<file path="src/rtl/exc_commit_ctrl.sv">
// Commit-side exception / ERTN controller at the WB stage.
// It prioritises fault flags into an ecode, pulses the CSR update, flushes IF..MEM and redirects pre-IF.
module exc_commit_ctrl #(
    parameter int FLUSH_HOLD = 1
) (
    input  logic        clk,
    input  logic        resetn,
    input  logic        wb_valid,
    input  logic [31:0] wb_pc,
    input  logic [5:0]  wb_exc,
    input  logic        wb_ertn,
    input  logic [31:0] ex_entry,
    input  logic [31:0] er_entry,
    output logic        wb_allowin,
    output logic        wb_ex,
    output logic [5:0]  wb_ecode,
    output logic [8:0]  wb_esubcode,
    output logic [31:0] wb_ex_pc,
    output logic        ertn_flush,
    output logic        flush_all,
    output logic        redirect_valid,
    output logic [31:0] redirect_pc,
    input  logic        redirect_ready
);

    localparam logic [2:0] HOLD_INIT = 3'(FLUSH_HOLD);

    typedef enum logic [1:0] {
        S_IDLE  = 2'd0,
        S_REDIR = 2'd1,
        S_HOLD  = 2'd2
    } state_t;

    state_t      r_state;
    logic [2:0]  r_cnt;
    logic [31:0] r_target;

    logic        w_fault;
    logic        w_commit;
    logic        w_ex_fire;
    logic        w_ertn_fire;
    logic [5:0]  w_ecode;

    // Commits are masked while resetn is low so every output shows its reset value during reset.
    assign w_fault     = |wb_exc;
    assign w_commit    = resetn & wb_valid & wb_allowin;
    assign w_ex_fire   = w_commit & w_fault;
    assign w_ertn_fire = w_commit & wb_ertn & ~w_fault;

    // wb_exc bit order is {ale,ine,brk,sys,adef,int}; the chain below encodes the priority.
    // NOTE: every always_comb output gets a default first, so no path can infer a latch.
    always_comb begin
        w_ecode = 6'h00;
        if (wb_exc[0])      w_ecode = 6'h00;
        else if (wb_exc[1]) w_ecode = 6'h08;
        else if (wb_exc[4]) w_ecode = 6'h0D;
        else if (wb_exc[2]) w_ecode = 6'h0B;
        else if (wb_exc[3]) w_ecode = 6'h0C;
        else if (wb_exc[5]) w_ecode = 6'h09;
    end

    assign wb_allowin     = (r_state == S_IDLE) && (r_cnt == 3'd0);
    assign wb_ex          = w_ex_fire;
    assign wb_ecode       = w_ex_fire ? w_ecode : 6'h00;
    assign wb_esubcode    = 9'h000;
    assign wb_ex_pc       = w_ex_fire ? wb_pc : 32'h0;
    assign ertn_flush     = w_ertn_fire;
    assign flush_all      = w_ex_fire | w_ertn_fire | (r_state != S_IDLE);
    assign redirect_valid = (r_state == S_REDIR);
    assign redirect_pc    = (r_state == S_REDIR) ? r_target : 32'h0;

    // NOTE: sequential state uses non-blocking assignments so all registers update together on the edge.
    always_ff @(posedge clk or negedge resetn) begin
        if (!resetn) begin
            r_state  <= S_IDLE;
            r_cnt    <= 3'd0;
            r_target <= 32'h0;
        end else begin
            case (r_state)
                S_IDLE: begin
                    if (w_ex_fire) begin
                        r_target <= ex_entry;
                        r_state  <= S_REDIR;
                    end else if (w_ertn_fire) begin
                        r_target <= er_entry;
                        r_state  <= S_REDIR;
                    end
                end
                S_REDIR: begin
                    // Target is frozen here; CSR writes landing during the stall cannot move it.
                    if (redirect_ready) begin
                        if (HOLD_INIT == 3'd0) begin
                            r_state <= S_IDLE;
                        end else begin
                            r_cnt   <= HOLD_INIT;
                            r_state <= S_HOLD;
                        end
                    end
                end
                S_HOLD: begin
                    if (r_cnt <= 3'd1) begin
                        r_cnt   <= 3'd0;
                        r_state <= S_IDLE;
                    end else begin
                        r_cnt <= r_cnt - 3'd1;
                    end
                end
                default: begin
                    r_cnt   <= 3'd0;
                    r_state <= S_IDLE;
                end
            endcase
        end
    end

endmodule

</file>
<file path="config.mk">
export PLATFORM = sky130hd
export DESIGN_NAME = exc_commit_ctrl
export DESIGN_NICKNAME = d
export VERILOG_FILES = /design/src/rtl/exc_commit_ctrl.sv
export SDC_FILE = /design/constraint.sdc
export NUM_CORES = 1
export LEC_CHECK = 0
export BUFFER_PORTS_ARGS = -buffer_cell sky130_fd_sc_hd__buf_2
export CORE_ASPECT_RATIO = 0.75
export CORE_MARGIN = 1.5
export CORE_UTILIZATION = 42
export CTS_BUF_LIST = sky130_fd_sc_hd__clkbuf_8
export CTS_CLUSTER_SIZE = 12
export DETAILED_ROUTE_END_ITERATION = 10
export GPL_TIMING_DRIVEN = 1
export PLACE_DENSITY = 0.91
export SLEW_MARGIN = 20
export SYNTH_ARGS = -nofsm -noshare
export SYNTH_HDL_FRONTEND = slang
export SYNTH_SLANG_ARGS = --single-unit
</file>
<file path="constraint.sdc">
create_clock -name clk -period 2.3 [get_ports clk]
set_input_delay 0.345 -clock clk [delete_from_list [all_inputs] [get_ports clk]]
set_output_delay 0.345 -clock clk [all_outputs]
set_load 0.05 [all_outputs]
</file>
==> results of run 1 <==
[cell families after synthesis]
| family | count (synthesis) | synth area share |
|---|---|---|
| fa+ha+maj | 7 | 0.03395 |
| flops | 37 | 0.3589 |
| other cells | 1 | 0.001454 |
| mux | 2 | 0.008729 |
| buf+inv | 40 | 0.09942 |
| simple gates | 93 | 0.2153 |
| compound gates | 74 | 0.2823 |
[worst paths after layout]
check / to / cells after the start
min in group clk: r_target[17] / 3
min reg2reg: r_target[10] / 1
max reg2reg: r_state[0] / 8
min: r_target[21] / 2
max in group asynchronous: r_target[3] / 2
max: wb_ex_pc[13] / 8
[power breakdown]
group          switching (mW)  total, mW  internal (mW)
clock                   0.219      0.424          0.205
sequential             0.0205      0.702          0.682
combinational           0.119      0.243          0.124
total                   0.359       1.37           1.01
[through the flow]
stage | setup WS, ns | setup TNS (ns) | hold WS (ns) | instances
3_5_place_dp | 0.06877 | 0 | 0.4979 | 500
5_1_grt | -0.01954 | -0.2172 | 0.2130 | 523
6_report | 0.05787 | 0 | 0.1909 | 523
4_1_cts | 0.005149 | 0 | 0.1961 | 516
3_3_place_gp | 0.1436 | 0 | 0.4788 | 500
2_1_floorplan | -0.001598 | -0.003195 | 0.04941 | 264
[critical path: stages (launching register included)]
cell and delay, ns:
dfrtp_1 0.39, inv_2 0.10, ha_4 0.15, nand2_4 0.06, nor3_4 0.23, buf_6 0.18
buf_12 0.13, and3_1 0.19, buf_6 0.17
[cell usage after synthesis (4+ instances only)]
master / number
a2bb2oi_2: 29
and2_1: 32
and3_1: 32
buf_4: 14
clkbuf_1: 12
dfrtp_1: 37
ha_1: 7
inv_1: 7
nand2_1: 8
nor2_1: 8
o21ai_0: 4
o22ai_1: 32
[sequential cells by signal (all words and copies together), names as in the netlist]
| signal | flops |
|---|---|
| r_cnt | 3 |
| r_target | 32 |
| r_state | 2 |
[metal layers]
layer | track usage | vias up | part of all wire
li1 | - | 1293 | -
met1 | 0.3207 | 1335 | 0.43
met2 | 0.4275 | 103 | 0.51
met3 | 0.04301 | 9 | 0.052
met4 | 0.03367 | 0 | 0.0075
met5 | 0 | - | 0
[timing repair]
action                     4_1_cts  5_1_grt
setup endpoints to repair       39       37
setup buffers                    6        6
hold buffers                     0        0
gates cloned                     3        1
pin swaps                        2        3
resized for setup               70       28
[area by class of cell]
cell class	count	area, µm²	area share
sequential	37	925.9	0.2295
clock buffer	5	68.82	0.01705
clock inverter	2	12.51	0.003101
inverter	7	26.28	0.006512
tap	78	97.59	0.02419
timing repair buffer	207	1350	0.3346
multi-input combinational	187	1554	0.3851
==> flow_summary.toml, run 1 <==
[routing]
drt-total-wl_mm = 8.669
via_count = 2740
dr.pass1.iters = 4
wl_per_cell_um = 16.58
via_per_inst = 5.239
antenna_left = 0
drc = 0
drt-initial-drc-count = 106

[setup_path]
worst-setup-path-type = "reg2out"
timing.rr.start = "r_state[0]"
r2r_setup_slack_ns = 0.38
cp_data_required_time_ns = 1.96
crit_path_max_fanout = 10
cp-start-kind = "register"
cp_data_arrival_time_ns = 1.90
startpoint = "r_cnt[1]"
endpoint_kind = "output pin"

[cells_and_area]
post-route-util = 0.6856
final_common_cell = "buf_2"
layout_common_cells = "buf_2 (146), dfrtp_1 (37), and2_1 (32), o22ai_1 (32), a2bb2oi_2 (29)"
fin_area_um2 = 4035
nets = 559
antenna_cells = 0
drive_gt1_frac = 0.6045
area_growth_pct = 56.40
n_fill_cell = 488

[synth]
synth_area_um2 = 2580
synth-seq-area-share = 0.3589
synthDistinctLibCells = 32
synthCells = 254
syn_area_per_cell_um2 = 10.16
synth_largest_area_cell = "dfrtp_1"
synth-main-ff-cell = "dfrtp_1"
synth_top_area_share = 0.3589
synth-async-reset-ratio = 1.000
synth_edf_count = 0
yosys_warnings = 0
ys_ff_latch = 37
ys_top_cells_by_area = "dfrtp_1 (36%), a2bb2oi_2 (17%), and2_1 (7.8%)"

[placement]
place_hpwl_mm = 5.859
numPortBuffers = 179
gp_congestion = 0.7898
dpl-instance-area_um2 = 3487

[global_route]
overflow = 0
grt_pass1_vias = 2639
antenna_found_initial = 0
grt_pass1_wl_mm = 12.73
grt_usage = 0.2432
grt_max_degree = 38

[timing]
worst_slew_pin_slew_ns = 0.5093
period_needed_ns = 2.242
grt_setup_unrepaired = "yes"
fin_skew_ns = 0.002905
hold_viol = 0
slew_violations = 0
timing.fmax_ghz = 0.4460
slew_headroom = 0.6573
setup_viol_count_final = 0
fin_crit_sh = 0.9748

[clocking]
cts.path.max_buffers = 2
clk_pin_slew_worst_paths_ns = 0.07
root_buffer = "clkbuf_8"
clk_latency_ns = 0.28
cts_buffers = 5
cts_sinks = 37
cts_tree = "done"
h-tree-depth = 2

[hold_path]
hp-class = "in2async"

[die]
die_h_um = 70.88
die_w_um = 93.50
die_area_um2 = 6627
fp-row-count = 24
io_pins = 191
core-area_um2 = 5886
initial_core_util = 0.4384

[outcome]
status = "complete, no violations"

[power_and_ir_drop]
p_per_area_nw_per_um2 = 339.3
leakage_nw = 2.210
power.total_mw = 1.369
ir_drop_mv = 0.2363

[run]
cap_violations = 0
(Power assumes the default switching activity.)
==> run 2: changes to the inputs <==
--- a/config.mk
+++ b/config.mk
@@ -14,5 +14,5 @@
 export DETAILED_ROUTE_END_ITERATION = 10
 export GPL_TIMING_DRIVEN = 1
-export PLACE_DENSITY = 0.91
+export PLACE_DENSITY_LB_ADDON = 0.2
 export SLEW_MARGIN = 20
 export SYNTH_ARGS = -nofsm -noshare
==> constraint.sdc (replaced) <==
create_clock -name clk -period 2.3 [get_ports clk]
set_input_delay 0.46 -clock clk [delete_from_list [all_inputs] [get_ports clk]]
set_output_delay 0.46 -clock clk [all_outputs]
set_load 0.05 [all_outputs]
==> flow_summary.toml, run 2 (synthesized netlist as in run 1, its figures left out) <==
[setup_path]
crit_chain = "inv_2 > ha_1 > nand2_2 > nor3_4 > buf_12 > nand2_4 > nor2_2 > buf_6"
crit_buf_inv = 3
crit_path_max_fanout = 18
worst-setup-path-type = "reg2out"
cp-start-kind = "register"
startpoint = "r_cnt[1]"
critPathTopFamily = "simple AND/OR/NAND/NOR gates"
endpoint_kind = "output pin"
timing.rr.start = "r_cnt[1]"
cpMaxStageDelayCell = "dfrtp_1"
max_stage_delay_ns = 0.39
cp_data_arrival_time_ns = 1.80
cp_data_required_time_ns = 1.84

[routing]
via_per_inst = 5.078
drc = 0
antenna_left = 0
via_count = 2615
wl_per_cell_um = 15.39
dr.pass1.iters = 4
drt-initial-drc-count = 80
drt-total-wl_mm = 7.924

[clocking]
root_buffer = "clkbuf_8"
clk_latency_ns = 0.29
cts.path.max_buffers = 2
cts_tree = "done"
h-tree-depth = 2
clk_pin_slew_worst_paths_ns = 0.08
cts_sinks = 37
cts_buffers = 5

[timing]
fin_skew_ns = 0.005288
grt_setup_unrepaired = "yes"
hold_viol = 0
worst_slew_pin_slew_ns = 0.5235
fin_crit_sh = 0.9814
period_needed_ns = 2.257
setup_viol_count_final = 0
timing.fmax_ghz = 0.4430
tns_ns = 0
slew_headroom = 0.6510
slew_violations = 0

[placement]
dp.cells = 499
place_hpwl_mm = 5.339
numPortBuffers = 179
gp_congestion = 0.8418

[cells_and_area]
drive_gt1_frac = 0.6384
largest_register = "r_target"
antenna_cells = 0
largest_reg_flops = 32
final_cells = 515
layout_common_cells = "buf_2 (140), dfrtp_1 (37), and2_1 (32), o22ai_1 (32), buf_4 (32)"
final_common_cell = "buf_2"
nets = 550
reg_top3 = "r_target (32), r_cnt (3), r_state (2)"
area_growth_pct = 55.72

[outcome]
status = "complete, no violations"

[die]
io_pins = 191
die_h_um = 70.88
die_area_um2 = 6627
initial_core_util = 0.4384
fp-row-count = 24
core-area_um2 = 5886
die_w_um = 93.50

[power_and_ir_drop]
leakage_nw = 2.201
ir_drop_mv = 0.5421
p_per_area_nw_per_um2 = 399.9

[hold_path]
hp-class = "in2async"

[global_route]
grt_pass1_vias = 2358
overflow = 0
antenna_found_initial = 0
grt_pass1_wl_mm = 11.86
grt_max_degree = 38
grt_usage = 0.2268

[run]
cap_violations = 0
run 2: cell count changes in the layout (fill, tap and decap cells not counted), sizes merged:
cell / previous run / this run
buf: 201 / 197
inv: 8 / 7
clkbuf: 11 / 6
bufinv: 0 / 2
run 2: final timing paths:
check	cells past startpoint	to	slack (ns)
hold reg to reg	1	r_target[2]	0.52
setup reg to reg	8	r_target[24]	0.34
hold / removal	2	r_cnt[2]	0.26
setup / recovery	8	wb_ecode[0]	0.04
min in group clk	3	r_target[0]	0.47
max in group asynchronous	2	r_target[7]	1.71
run 2: what timing repair did:
action,4_1_cts,5_1_grt
setup buffers,8,0
gates resized for setup,72,20
hold buffers,0,0
cloned,1,0
pin swaps,2,2
setup endpoints to repair,39,47
run 2: stage by stage:
| stage | setup WS [ns] | total power [mW] | hold slack [ns] | util | area, µm² |
|---|---|---|---|---|---|
| 2_1_floorplan | -0.1166 | 0.8465 | 0.1644 | - | 2655 |
| 3_3_place_gp | 0.08231 | 0.9447 | 0.4910 | 0.6001 | 3532 |
| 3_5_place_dp | 0.05425 | 0.9503 | 0.4902 | 0.6001 | 3532 |
| 4_1_cts | -0.02174 | 1.622 | 0.2683 | 0.6737 | 3965 |
| 5_1_grt | -0.04398 | 1.683 | 0.2885 | 0.6826 | 4018 |
| 6_report | 0.04288 | 1.607 | 0.2611 | 0.6826 | 4018 |
run 2: power breakdown:
group          switching [mW]  internal, mW
registers              0.0190         0.681
clock network           0.234         0.431
logic                   0.117         0.124
total                   0.370          1.24
run 2: per-layer routing:
layer / GRT usage / share of wire
met5: 0 / 0
met4: 0.04377 / 0.0064
met3: 0.04731 / 0.059
met1: 0.3167 / 0.44
met2: 0.3655 / 0.49
run 2: area by class of cell:
cell class / instances / area, µm²
fillers: 477 / 1868
clock buffers: 5 / 68.82
flip-flops and latches: 37 / 925.9
clock inverters: 3 / 65.06
inverters: 7 / 26.28
multi-input cells: 187 / 1560
well taps: 78 / 97.59
repair buffers: 198 / 1274
run 2: worst reg2reg max path, cell delays in order (launching register included):
cell	delay (ns)
dfrtp_1	0.39
inv_2	0.07
ha_1	0.15
nand2_2	0.08
nor3_4	0.21
buf_12	0.18
o21a_2	0.15
buf_4	0.43
a2bb2oi_1	0.21
==> run 3: changes to the inputs <==
PLACE_DENSITY = 0.92   (was default)
PLACE_DENSITY_LB_ADDON = default   (was 0.2)
==> flow_summary.toml, run 3 (synthesized netlist as in run 1, its figures left out) <==
[outcome]
status = "finished, violations left"
violations = "setup timing"

[die]
io_pins = 191
die_area_um2 = 6627
die_w_um = 93.50
fp-row-count = 24
die_h_um = 70.88
core-area_um2 = 5886
initial_core_util = 0.4384

[hold_path]
hp-class = "in2async"

[setup_path]
reg2reg_to = "r_state[0]"
r2r_setup_slack_ns = 0.32
timing.rr.start = "r_state[1]"
cp_data_arrival_time_ns = 1.88
cp_data_required_time_ns = 1.84
cp-start-kind = "register"
max_stage_delay_ns = 0.41
crit_chain = "inv_2 > ha_4 > nand2_4 > or3_1 > nor2_1 > buf_4"
crit_path_max_fanout = 4
cpMaxStageDelayCell = "dfrtp_1"
endpoint_kind = "output pin"
worst-setup-path-type = "reg2out"
ff2ff_path_depth = 8

[timing]
fin_crit_sh = 1.018
worst_slew_pin_slew_ns = 0.5305
setup_ws_ns = -0.04152
tns_ns = -0.1425
grt_setup_unrepaired = "yes"
timing.fmax_ghz = 0.4271
fin_skew_ns = 0.004611
period_needed_ns = 2.342
hold_viol = 0
setup_viol_count_final = 9
slew_headroom = 0.6463
slew_violations = 0

[cells_and_area]
fin_area_um2 = 4284
layout_common_cells = "buf_2 (138), dfrtp_1 (37), and2_1 (32), o22ai_1 (32), a2bb2oi_2 (29)"
antenna_cells = 0
final_common_cell = "buf_2"
largest_reg_flops = 32
reg_top3 = "r_target (32), r_cnt (3), r_state (2)"
nets = 560
area_growth_pct = 66.05
drive_gt1_frac = 0.6592
largest_register = "r_target"

[global_route]
grt_max_degree = 38
grt_pass1_vias = 2905
grt_pass1_wl_mm = 14.47
grt_usage = 0.2812
antenna_found_initial = 0
overflow = 0

[routing]
wl_per_cell_um = 19.51
drt-initial-drc-count = 162
via_count = 2879
drc = 0
dr.pass1.iters = 4
antenna_left = 0
via_per_inst = 5.494
drt-total-wl_mm = 10.22

[clocking]
h-tree-depth = 2
clk_pin_slew_worst_paths_ns = 0.07
cts_hold_repair.buffers = 0
clk_latency_ns = 0.28
cts_tree = "done"
root_buffer = "clkbuf_8"
cts.path.max_buffers = 2
cts_sinks = 37
cts_buffers = 5

[power_and_ir_drop]
p_per_area_nw_per_um2 = 346.7
leakage_nw = 2.219
ir_drop_mv = 0.2989

[run]
cap_violations = 0

[placement]
gp_congestion = 0.7574
pre_cts_ws_ns = 0.06047
numPortBuffers = 179
place_hpwl_mm = 6.020
dpl-instance-area_um2 = 3515
## run 3: cell count changes in the layout (fill, tap and decap cells not counted), moves of 8 or more
cell	before	now
buf_8	7	28
and3_1	8	0
buf_4	32	24
and3_2	18	6
and3_4	6	26
## run 3: cell type report
| cell class | instances | area, µm² |
|---|---|---|
| multi-input cells | 187 | 1639 |
| fillers | 420 | 1602 |
| repair buffers | 208 | 1491 |
| flip-flops and latches | 37 | 925.9 |
| well taps | 78 | 97.59 |
| clock buffers | 5 | 68.82 |
| clock inverters | 2 | 35.03 |
| inverters | 7 | 26.28 |
## run 3: worst max-delay path, delay by kind of cell, from the launching register on
family / cells / cell delay, ns
flip-flops: 1 / 0.41
adder cells (fa/ha/maj): 1 / 0.15
buffers and inverters: 2 / 0.35
AND/OR/NAND/NOR: 3 / 0.69
## run 3: layer usage
metal	vias up	share of wire	wire, µm	GRT usage
met5	-	0	0	0
li1	1296	-	-	-
met1	1396	0.39	4014	0.3510
met2	148	0.50	5117	0.4879
met3	39	0.064	652	0.05161
met4	0	0.043	439	0.09764
## run 3: power by group
part           internal, mW  leakage (nW)  switching (mW)
logic                 0.124          1.69           0.129
registers             0.682         0.471          0.0208
clock network         0.315        0.0540           0.215
## run 3: metrics by stage
stage | hold slack (ns) | utilization | power [mW] | instances
2_1_floorplan | 0.1644 | - | 0.8465 | 264
3_5_place_dp | 0.4968 | 0.5972 | 0.9560 | 500
3_3_place_gp | 0.4792 | 0.5972 | 0.9465 | 500
5_1_grt | 0.3184 | 0.7279 | 1.558 | 524
4_1_cts | 0.3010 | 0.6903 | 1.491 | 521
6_report | 0.2926 | 0.7279 | 1.485 | 524
## run 3: how the worst max path moves through the flow
stage,startpoint,endpoint,slack (ns),depth (start not counted)
4_1_cts,r_state[0],wb_ex_pc[29],0.0008,8
6_report,r_state[1],wb_ex,-0.04,6
5_1_grt,r_state[1],wb_ex_pc[0],-0.06,8
2_1_floorplan,r_state[0],wb_ecode[0],-0.12,7
3_3_place_gp,wb_exc[3],wb_ex_pc[22],0.16,6
3_5_place_dp,r_state[1],flush_all,0.06,8
## run 3: timing repair
action | 4_1_cts | 5_1_grt
cloned | 5 | 1
setup buffers | 9 | 2
gates resized for setup | 107 | 49
pin swaps | 6 | 26
endpoints found under the setup margin | 39 | 40
